`src/rtl/mem_lsu.sv`:
```
`default_nettype none
// +--------------------------------------------------------------------------+
// | mem_lsu                                                                  |
// | Memory-access stage: sized loads/stores on a single-outstanding bus.     |
// | Rev 1.0                                                                  |
// +--------------------------------------------------------------------------+
module mem_lsu #(
    parameter int ADDR_WIDTH = 32,
    parameter int TIMEOUT    = 255
) (
    input  logic                  clk,
    input  logic                  rst,
    input  logic                  pause,
    input  logic                  ex_valid,
    input  logic                  ex_mem_read,
    input  logic                  ex_mem_write,
    input  logic [2:0]            ex_funct3,
    input  logic [ADDR_WIDTH-1:0] ex_addr,
    input  logic [31:0]           ex_wdata,
    input  logic [4:0]            ex_rd,
    input  logic                  ex_reg_write,
    output logic                  bus_req,
    output logic                  bus_we,
    output logic [ADDR_WIDTH-1:0] bus_addr,
    output logic [31:0]           bus_wdata,
    output logic [3:0]            bus_wstrb,
    input  logic                  bus_ack,
    input  logic [31:0]           bus_rdata,
    output logic                  mem_unpause_signal,
    output logic                  wb_valid,
    output logic                  wb_we,
    output logic [4:0]            wb_rd,
    output logic [31:0]           wb_data,
    output logic                  misalign,
    output logic                  bus_err,
    output logic                  busy
);

    localparam int                 C_CNT_W    = $clog2(TIMEOUT + 1);
    localparam logic [C_CNT_W-1:0] C_TMO_LAST = C_CNT_W'(TIMEOUT - 1);

    typedef enum logic [0:0] {
        IDLE   = 1'b0,
        ACCESS = 1'b1
    } state_t;

    state_t                  state_q, state_d;
    logic                    consumed_q, consumed_d;
    logic [C_CNT_W-1:0]      tmo_q, tmo_d;
    logic                    is_load_q, is_load_d;
    logic [1:0]              lane_q, lane_d;
    logic [2:0]              funct3_q, funct3_d;
    logic [4:0]              rd_q, rd_d;
    logic                    bus_req_q, bus_req_d;
    logic                    bus_we_q, bus_we_d;
    logic [ADDR_WIDTH-1:0]   bus_addr_q, bus_addr_d;
    logic [31:0]             bus_wdata_q, bus_wdata_d;
    logic [3:0]              bus_wstrb_q, bus_wstrb_d;
    logic                    unpause_q, unpause_d;
    logic                    wb_valid_q, wb_valid_d;
    logic                    wb_we_q, wb_we_d;
    logic [4:0]              wb_rd_q, wb_rd_d;
    logic [31:0]             wb_data_q, wb_data_d;
    logic                    misalign_q, misalign_d;
    logic                    bus_err_q, bus_err_d;

    logic        w_mem_op, w_capture, w_misaligned;
    logic        w_is_byte, w_is_half, w_is_word;
    logic [31:0] w_st_wdata, w_alu_result, w_rd_shift, w_load;
    logic [3:0]  w_st_wstrb;

    // Non-memory ops forward the ALU result as writeback data.
    if (ADDR_WIDTH >= 32) begin : g_alu_trunc
        assign w_alu_result = ex_addr[31:0];
    end else begin : g_alu_ext
        assign w_alu_result = {{(32-ADDR_WIDTH){1'b0}}, ex_addr};
    end

    assign w_mem_op     = ex_mem_read | ex_mem_write;
    assign w_capture    = (state_q == IDLE) && ex_valid && w_mem_op && !consumed_q;
    assign w_is_byte    = (ex_funct3[1:0] == 2'b00);
    assign w_is_half    = (ex_funct3[1:0] == 2'b01);
    assign w_is_word    = !w_is_byte && !w_is_half;
    assign w_misaligned = (w_is_half && ex_addr[0]) || (w_is_word && (ex_addr[1:0] != 2'b00));

    always_comb begin
        w_st_wdata = ex_wdata;
        w_st_wstrb = 4'b1111;
        if (w_is_byte) begin
            w_st_wdata = {4{ex_wdata[7:0]}};
            w_st_wstrb = 4'b0001 << ex_addr[1:0];
        end else if (w_is_half) begin
            w_st_wdata = {2{ex_wdata[15:0]}};
            w_st_wstrb = ex_addr[1] ? 4'b1100 : 4'b0011;
        end
        if (!ex_mem_write) begin
            w_st_wstrb = 4'b0000;
        end
    end

    // Read lane selection uses the offset latched at capture, not the live EX/MEM address.
    assign w_rd_shift = bus_rdata >> {lane_q, 3'b000};

    always_comb begin
        case (funct3_q[1:0])
            2'b00:   w_load = {{24{w_rd_shift[7] & ~funct3_q[2]}}, w_rd_shift[7:0]};
            2'b01:   w_load = {{16{w_rd_shift[15] & ~funct3_q[2]}}, w_rd_shift[15:0]};
            default: w_load = bus_rdata;
        endcase
    end

    always_comb begin
        state_d     = state_q;
        consumed_d  = pause ? consumed_q : 1'b0;
        tmo_d       = '0;
        is_load_d   = is_load_q;
        lane_d      = lane_q;
        funct3_d    = funct3_q;
        rd_d        = rd_q;
        bus_req_d   = bus_req_q;
        bus_we_d    = bus_we_q;
        bus_addr_d  = bus_addr_q;
        bus_wdata_d = bus_wdata_q;
        bus_wstrb_d = bus_wstrb_q;
        unpause_d   = 1'b0;
        wb_valid_d  = 1'b0;
        wb_we_d     = 1'b0;
        wb_rd_d     = wb_rd_q;
        wb_data_d   = wb_data_q;
        misalign_d  = 1'b0;
        bus_err_d   = 1'b0;

        case (state_q)
            IDLE: begin
                if (w_capture) begin
                    if (w_misaligned) begin
                        misalign_d = 1'b1;
                        unpause_d  = 1'b1;
                        consumed_d = 1'b1;
                    end else begin
                        state_d     = ACCESS;
                        bus_req_d   = 1'b1;
                        bus_we_d    = ex_mem_write;
                        bus_addr_d  = {ex_addr[ADDR_WIDTH-1:2], 2'b00};
                        bus_wdata_d = w_st_wdata;
                        bus_wstrb_d = w_st_wstrb;
                        is_load_d   = !ex_mem_write;
                        lane_d      = ex_addr[1:0];
                        funct3_d    = ex_funct3;
                        rd_d        = ex_rd;
                    end
                end else if (!w_mem_op && !pause) begin
                    wb_valid_d = ex_valid;
                    wb_we_d    = ex_reg_write;
                    wb_rd_d    = ex_rd;
                    wb_data_d  = w_alu_result;
                end
            end
            ACCESS: begin
                // An ack on the last counted cycle takes priority over the timeout.
                if (bus_ack) begin
                    state_d    = IDLE;
                    bus_req_d  = 1'b0;
                    unpause_d  = 1'b1;
                    consumed_d = 1'b1;
                    wb_valid_d = 1'b1;
                    wb_we_d    = is_load_q;
                    wb_rd_d    = rd_q;
                    if (is_load_q) begin
                        wb_data_d = w_load;
                    end
                end else if (tmo_q == C_TMO_LAST) begin
                    state_d    = IDLE;
                    bus_req_d  = 1'b0;
                    bus_err_d  = 1'b1;
                    unpause_d  = 1'b1;
                    consumed_d = 1'b1;
                end else begin
                    tmo_d = tmo_q + C_CNT_W'(1);
                end
            end
            default: state_d = IDLE;
        endcase
    end

    always_ff @(posedge clk or posedge rst) begin
        if (rst) begin
            state_q     <= IDLE;
            consumed_q  <= 1'b0;
            tmo_q       <= '0;
            is_load_q   <= 1'b0;
            lane_q      <= 2'b00;
            funct3_q    <= 3'b000;
            rd_q        <= 5'd0;
            bus_req_q   <= 1'b0;
            bus_we_q    <= 1'b0;
            bus_addr_q  <= '0;
            bus_wdata_q <= 32'd0;
            bus_wstrb_q <= 4'b0000;
            unpause_q   <= 1'b0;
            wb_valid_q  <= 1'b0;
            wb_we_q     <= 1'b0;
            wb_rd_q     <= 5'd0;
            wb_data_q   <= 32'd0;
            misalign_q  <= 1'b0;
            bus_err_q   <= 1'b0;
        end else begin
            state_q     <= state_d;
            consumed_q  <= consumed_d;
            tmo_q       <= tmo_d;
            is_load_q   <= is_load_d;
            lane_q      <= lane_d;
            funct3_q    <= funct3_d;
            rd_q        <= rd_d;
            bus_req_q   <= bus_req_d;
            bus_we_q    <= bus_we_d;
            bus_addr_q  <= bus_addr_d;
            bus_wdata_q <= bus_wdata_d;
            bus_wstrb_q <= bus_wstrb_d;
            unpause_q   <= unpause_d;
            wb_valid_q  <= wb_valid_d;
            wb_we_q     <= wb_we_d;
            wb_rd_q     <= wb_rd_d;
            wb_data_q   <= wb_data_d;
            misalign_q  <= misalign_d;
            bus_err_q   <= bus_err_d;
        end
    end

    assign bus_req            = bus_req_q;
    assign bus_we             = bus_we_q;
    assign bus_addr           = bus_addr_q;
    assign bus_wdata          = bus_wdata_q;
    assign bus_wstrb          = bus_wstrb_q;
    assign mem_unpause_signal = unpause_q;
    assign wb_valid           = wb_valid_q;
    assign wb_we              = wb_we_q;
    assign wb_rd              = wb_rd_q;
    assign wb_data            = wb_data_q;
    assign misalign           = misalign_q;
    assign bus_err            = bus_err_q;
    assign busy               = (state_q == ACCESS);

endmodule
`default_nettype wire

```
`config.mk`:
```
export PLATFORM = sky130hd
export DESIGN_NAME = mem_lsu
export DESIGN_NICKNAME = d
export VERILOG_FILES = /design/src/rtl/mem_lsu.sv
export SDC_FILE = /design/constraint.sdc
export NUM_CORES = 1
export LEC_CHECK = 0
export CAP_MARGIN = 10
export CELL_PAD_IN_SITES_DETAIL_PLACEMENT = 0
export CELL_PAD_IN_SITES_GLOBAL_PLACEMENT = 1
export CORE_MARGIN = 2
export CORE_UTILIZATION = 30
export CTS_CLUSTER_SIZE = 10
export DETAILED_ROUTE_END_ITERATION = 10
export PLACE_DENSITY = 0.8
export SLEW_MARGIN = 20
export SYNTH_ARGS = -nofsm -noshare
export SYNTH_HDL_FRONTEND = slang
export SYNTH_SLANG_ARGS = --single-unit
```
`constraint.sdc`:
```
create_clock -name clk -period 6.6 [get_ports clk]
set_input_delay 1.65 -clock clk [delete_from_list [all_inputs] [get_ports clk]]
set_output_delay 1.65 -clock clk [all_outputs]
set_load 0.005 [all_outputs]
```
==> key figures, run 1 <==
Routing
  • Initial DRC Count: 194
  • Routed len/inst: between 15 and 20 um
  • Wirelength, routed: just under 20000 um
  • Via count: a little over 5000
  • 1st-pass router iterations: 4
  • Vias per inst: roughly 4.8
  • ANT nets after route: 0
  • Post-route DRC: 0

Power
  • Cell Int Power: ~2.6 mW
  • Leak: ~3.8 nW
  • Worst VDD drop: just under 0.0002 V
  • Total power: approximately 3.8 mW
  • Sequential power share: a little under two fifths
  • Combinational share of power: between 30% and 40%
  • Pwr dens: 406 nW/um^2
  • Clock power frac: about a quarter
  • Sw Ratio: 30.5%
  • P_sw: about 1.2 mW

CTS
  • Setup bufs post-CTS: 0
  • TritonCTS clock tree: done
  • Cts bufs inserted: 17
  • Worst-Skew Late Latency: between 0.4 and 0.5 ns
  • Post-cts resize count: 0
  • CTS Sinks: 131
  • Max Root-Sink Buffers: 2
  • Worst-path clk slew: 0.06 ns
  • Hold buffer count at cts: 0
  • Root buf cell: clkbuf_16
  • H-tree Lvls: 4

Timing
  • Final period utilization: between 50% and 60%
  • Final min period: 3.90 ns
  • Slew Limit Fails: 0
  • RSZ-0062 raised after global routing: no
  • Fin. Hold Viols: 0
  • Worst slew pin tran: 1.09 ns
  • Final setup viols: 0
  • Relative slew margins: 27.4%
  • Max Clk Rate: about 260 MHz
  • Fin Setup TNS: 0 ns
  • Clk_skew: 0.0120 ns

Placement
  • Gpl congestion: around 0.75
  • Placed Area: between 8000 and 9000 sq um
  • # port buffers: approximately 220
  • Post-DP HPWL: about 14000 um
  • Dpl cells: 1016

Synthesis
  • Post-Synthesis Cells: roughly 560
  • Synth top area share: around half
  • Main synth FF type: dfrtp_1
  • Seq cells post-synth: about 130
  • Average size of a mapped cell: about 12 sq um
  • Yosys Warn Count: 0
  • Fraction of registers with async set/reset: 100%
  • Mapped Area: roughly 6400 sq um
  • Netlist cell types: 46
  • Top cells by area, synth: dfrtp_1 51%, mux2_2 16%, mux2i_1 3.9%
  • Post-synth EDFFs: 0
  • Synth area leader: dfrtp_1
  • Post-synthesis sequential area ratio: 51.3%

Critical path
  • Cell chain of the critical path: clkdlybuf4s50_1 > a21oi_1 > nor2_1 > nor2b_4 > buf_4 > mux2_2
  • CP endpoint kind: flip-flop
  • WP buf/inv: 2
  • Critical Path RT: just under 7 ns
  • Worst Path Max Fanout: 80
  • Slowest-stage cell, CP: buf_4
  • Critical Path AT: approximately 4.2 ns
  • Kind of critical path: primary input to flip-flop
  • Crit path largest cell delay: ~0.8 ns
  • Family with the most delay on the worst path: buffers and inverters
  • Startpoint Class: primary input

Global route
  • Largest net degree at the start of global routing: 101
  • Congestion Overflow GR: 0
  • Initial antenna violation count: 0
  • Total GRT Usage: between 15 and 20%
  • First-pass GRT wire length: ~30000 um
  • Number of global-route vias before repair: ~5200

Finish
  • Non-filler cells, final: 1047
  • Final Cell Area: roughly 9300 sq um
  • Antenna Cells: 0
  • Final nets: 874
  • Layout cells sized above 1: a little under a fifth
  • Filler cells: just over 2000
  • Layout overhead on the synthesized area: 45.9%

Floorplan
  • Die height: roughly 150 um
  • Die area: roughly 22000 sq um
  • Die X: approximately 150 um
  • Initial core utilization: between 30% and 40%
  • Core Region: 21000 sq um
  • Row count: 53
  • # IOs: 225

Run status
  • Outcome: complete, no violations

Hold path
  • Worst hold path class: flip-flop to flip-flop

Job
  • Max-cap violations: 0
==> worst paths after layout <==
kind	start	to	slack [ns]	cells after the start
max	ex_funct3[0]	bus_addr[4]$_DFFE_PP0P_	2.70	6
min	bus_req$_DFFE_PP0P_	bus_req$_DFFE_PP0P_	0.50	1
max reg2reg	busy$_DFF_PP0_	tmo_q[2]$_DFF_PP0_	3.89	4
min reg2reg	bus_req$_DFFE_PP0P_	bus_req$_DFFE_PP0P_	0.50	1
max in group asynchronous	rst	wb_rd[3]$_DFFE_PP0P_	3.75	3
min in group asynchronous	rst	bus_wdata[7]$_DFFE_PP0P_	1.80	2
==> power groups by stage <==
stage | logic (mW) | clock network, mW | registers, mW
global route | 1.56 | 1.01 | 1.45
detailed placement | 1.45 | 0 | 1.41
floorplan | 0.641 | 0 | 1.36
global placement | 1.44 | 0 | 1.40
CTS | 1.46 | 0.970 | 1.40
finish | 1.44 | 0.945 | 1.40
==> final cells by class <==
type	count	area, sq um	share of cell area [%]
sequential	131	3280	35.2
multi-input combinational	361	2770	29.7
timing repair buffer	227	2260	24.2
clock buffer	17	425	4.56
tap	275	344	3.69
clock inverter	14	154	1.65
inverter	22	87.6	0.940
==> state kept, by name (all words and copies together), names as in the netlist <==
signal,flops
wb_valid,1
bus_we,1
wb_rd,5
wb_we,1
bus_req,1
misalign,1
funct3_q,3
tmo_q,8
bus_err,1
bus_wdata,32
busy,1
rd_q,5
wb_data,32
is_load_q,1
bus_wstrb,4
lane_q,2
consumed_q,1
mem_unpause_signal,1
bus_addr,30
==> metrics by stage <==
stage	util, %	setup slack, ns	hold slack [ns]
6_report	44.5	2.70	0.497
5_1_grt	44.5	2.50	0.520
4_1_cts	44.5	2.72	0.506
3_5_place_dp	41.7	2.25	0.484
3_3_place_gp	41.7	2.24	0.472
2_1_floorplan	-	1.45	0.471
==> kinds of logic after synthesis <==
| kind of cell | share of synthesized area [%] |
|---|---|
| compound gates | 12.6 |
| flops | 51.3 |
| simple gates | 9.26 |
| xor+xnor | 0.960 |
| fa+ha+maj | 0.392 |
| buf+inv | 5.50 |
| mux | 20.0 |
| other cells | 0.0587 |
==> layout by cell type (no fill, tap or decap), types with 2 or more instances in the layout <==
cell / instances
nand3_1: 11
mux2_2: 89
dfrtp_1: 131
conb_1: 2
a21oi_1: 18
inv_1: 20
o22ai_1: 16
and2_1: 8
a221oi_1: 3
buf_4: 5
clkinvlp_4: 3
a221oi_2: 13
inv_6: 5
nor2_1: 50
clkinv_4: 3
o21ai_1: 13
nor3_1: 12
clkbuf_16: 17
nor2b_1: 4
xor2_1: 5
nand2_1: 27
nand3b_1: 2
o221ai_1: 6
mux2i_1: 25
o2bb2ai_1: 7
bufinv_16: 2
ha_1: 2
clkinv_2: 2
a211oi_1: 10
o21ai_0: 17
clkdlybuf4s50_1: 222
xnor2_1: 2
and4_1: 2
==> Yosys cell counts, types with 8 or more instances <==
library cell,count
buf_2,8
a21oi_1,18
nor2_1,50
a211oi_1,10
mux2_2,89
nand2_1,27
nor3_1,12
mux2i_1,25
buf_6,12
inv_1,22
and2_1,8
nand3_1,11
o22ai_1,16
a221oi_2,13
o21ai_1,13
clkbuf_1,15
dfrtp_1,131
o21ai_0,17
==> per-layer routing <==
metal / vias up / wire length (um) / global-route usage, %
met3: 21 / 1940 / 6.89
met4: 0 / 289 / 5.52
li1: 2396 / - / -
met1: 2455 / 8350 / 22.3
met2: 201 / 8870 / 27.5
met5: - / 0 / 0
Note: power is estimated with default switching activity, not from simulation.
==> run 2, diff against run 1 <==
==> constraint.sdc (replaced) <==
create_clock -name clk -period 3.7 [get_ports clk]
set_input_delay 0.925 -clock clk [delete_from_list [all_inputs] [get_ports clk]]
set_output_delay 0.925 -clock clk [all_outputs]
set_load 0.005 [all_outputs]
==> run 2 against run 1 <==
Cell count rose by 1.1%. Via count rose by 0.57%. Non-clock buffer count rose by 10. Clock-buffer cell count rose by 1. Worst setup slack got worse by 1.8 ns. Global-route usage barely moved. Critical path depth fell by 5. Combinational power rose by 84%. Highest routed layer unchanged.
==> key figures, run 2 (same netlist as run 1, synthesis figures left out) <==
Critical path
  • WP buf/inv: 1 (-1)
  • Cell chain of the critical path: clkdlybuf4s50_1
  • Worst setup endpoint: busy
  • Worst reg2reg setup slack: 1.26 ns (-2.63 ns)
  • Slowest-stage cell, CP: dfrtp_1
  • Worst R2R Path Depth: 5 (+1)
  • Worst path depth: 1 (-5)
  • CP endpoint kind: output port
  • Kind of critical path: flip-flop to output port
  • Critical Path AT: 1.83 ns (-2.37 ns)
  • Startpoint Class: flip-flop
  • Critical Path RT: 2.77 ns (-4.13 ns)
  • Crit path largest cell delay: 0.75 ns (-0.07 ns)
  • Crit path from: busy$_DFF_PP0_
  • Family with the most delay on the worst path: flip-flops
  • Worst r2r src: busy$_DFF_PP0_
  • Worst Path Max Fanout: 17 (-79%)
  • Reg-to-reg endpoint: tmo_q[7]$_DFF_PP0_

Finish
  • Layout cells sized above 1: 19.9% (+1.0 points)
  • Non-filler cells, final: 1059 (+1.1%)
  • Final Cell Area: 9520 sq um (+2.2%)
  • Most common cell after layout, fill and taps aside: clkdlybuf4s50_1
  • Layout overhead on the synthesized area: 49.0%
  • FF+latch area: 3280 sq um (unchanged)
  • Footprint of the multi-input gates: 2770 sq um (unchanged)
  • Filler cells: 2005 (-0.55%)
  • Final nets: 884 (+1.1%)
  • Commonest non-fill, non-tap cells in the layout: 222 x clkdlybuf4s50_1, 131 x dfrtp_1, 89 x mux2_2

Timing
  • Worst slew pin tran: 0.937 ns (-0.152 ns)
  • Final setup viols: 0 (unchanged)
  • Slew Limit Fails: 0 (unchanged)
  • Relative slew margins: 37.5% (+10 points)
  • Max Clk Rate: between 300 and 400 MHz
  • RSZ-0062 raised after global routing: no
  • Fin. Hold Viols: 0 (unchanged)
  • Final min period: approximately 2.8 ns
  • Final period utilization: about three quarters
  • Fin Setup TNS: 0 ns (unchanged)
  • Clk_skew: 0.0141 ns (+0.00208 ns)

Placement
  • Post-DP HPWL: 14200 um (+3.8%)
  • Gpl congestion: 0.752 (+0.90%)
  • # port buffers: 222 (unchanged)
  • Placed Area: 8860 sq um (+1.4%)
  • Dpl cells: 1026 (+0.98%)

Routing
  • Routed len/inst: 18.3 um (-1.5%)
  • ANT nets after route: 0 (unchanged)
  • Post-route DRC: 0 (unchanged)
  • Vias per inst: 4.82 (-0.57%)
  • 1st-pass router iterations: 4 (unchanged)
  • Via count: 5102 (+0.57%)
  • Initial DRC Count: 179 (-7.7%)
  • Wirelength, routed: 19400 um (-0.39%)

CTS
  • Worst-path clk slew: 0.06 ns (about the same)
  • Cts bufs inserted: 17 (unchanged)
  • Post-cts resize count: 0 (unchanged)
  • Setup bufs post-CTS: 0 (unchanged)
  • CTS Sinks: 131 (unchanged)
  • Hold buffer count at cts: 0 (unchanged)
  • TritonCTS clock tree: done
  • H-tree Lvls: 4 (unchanged)
  • Root buf cell: clkbuf_16
  • Worst-Skew Late Latency: 0.43 ns (about the same)
  • Max Root-Sink Buffers: 2 (unchanged)

Global route
  • Congestion Overflow GR: 0 (unchanged)
  • First-pass GRT wire length: 30100 um (+0.51%)
  • Largest net degree at the start of global routing: 50 (-50%)
  • Total GRT Usage: 17.6% (+0.040 points)
  • Number of global-route vias before repair: 5331 (+2.4%)
  • Initial antenna violation count: 0 (unchanged)

Floorplan
  • # IOs: 225 (unchanged)
  • Row count: 53 (unchanged)
  • Core Region: 21000 sq um (unchanged)
  • Die height: 150 um (unchanged)
  • Die X: 150 um (unchanged)
  • Die area: 22500 sq um (unchanged)
  • Initial core utilization: 30.5% (unchanged)

Power
  • Worst VDD drop: 0.000350 V (+78%)
  • Cell Int Power: 4.92 mW (+87%)
  • P_sw: 2.04 mW (+77%)
  • Combinational share of power: 38.1% (about the same)
  • Sequential power share: 34.9% (-2.1 points)
  • Pwr dens: 731 nW/um^2 (+80%)
  • Clock power frac: 27.0% (+2.0 points)
  • Sw Ratio: 29.3% (-1.2 points)
  • Total power: 6.96 mW (+84%)
  • Leak: 3.87 nW (+2.5%)

Run status
  • Outcome: complete, no violations

Hold path
  • Worst hold path class: flip-flop to flip-flop

Job
  • Max-cap violations: 0 (unchanged)
## run 2: how the worst min path moves through the flow
stage | start | end | slack, ns | depth (start not counted)
final | wb_data[0]$_DFFE_PP0P_ | wb_data[0]$_DFFE_PP0P_ | 0.49 | 2
after global routing | bus_wdata[25]$_DFFE_PP0P_ | bus_wdata[25]$_DFFE_PP0P_ | 0.52 | 1
after global placement | wb_data[0]$_DFFE_PP0P_ | wb_data[0]$_DFFE_PP0P_ | 0.47 | 2
after CTS | wb_data[0]$_DFFE_PP0P_ | wb_data[0]$_DFFE_PP0P_ | 0.50 | 2
after detailed placement | wb_data[0]$_DFFE_PP0P_ | wb_data[0]$_DFFE_PP0P_ | 0.48 | 2
after floorplan | wb_data[0]$_DFFE_PP0P_ | wb_data[0]$_DFFE_PP0P_ | 0.47 | 2
## run 2: stage by stage
step	util, %	setup WS (ns)	hold WS, ns
floorplan	-	1.15	0.471
global placement	42.3	0.675	0.470
detailed placement	42.3	0.663	0.478
CTS	45.4	0.893	0.497
global route	45.4	0.858	0.516
finish	45.4	0.946	0.493
## run 2: layout make-up
| type | instances | share of cell area, % |
|---|---|---|
| inverters | 22 | 0.907 |
| well taps | 275 | 3.61 |
| repair buffers | 237 | 25.0 |
| diodes | 1 | 0.0263 |
| multi-input cells | 361 | 29.1 |
| clock buffers | 18 | 4.51 |
| clock inverters | 14 | 2.38 |
| flip-flops and latches | 131 | 34.4 |
## run 2: power groups by stage
| stage | Clock, mW | Sequential [mW] | Combinational [mW] |
|---|---|---|---|
| 2_1_floorplan | 0 | 2.42 | 1.14 |
| 3_3_place_gp | 0 | 2.44 | 2.66 |
| 3_5_place_dp | 0 | 2.46 | 2.69 |
| 4_1_cts | 1.92 | 2.44 | 2.70 |
| 5_1_grt | 1.99 | 2.52 | 2.90 |
| 6_report | 1.88 | 2.43 | 2.65 |
## run 2: per-layer routing
layer  track usage, %  share of wire [%]
met1             22.1                 43
met2             27.5                 45
met3             7.23                 10
met4             5.80                2.1
met5                0                  0
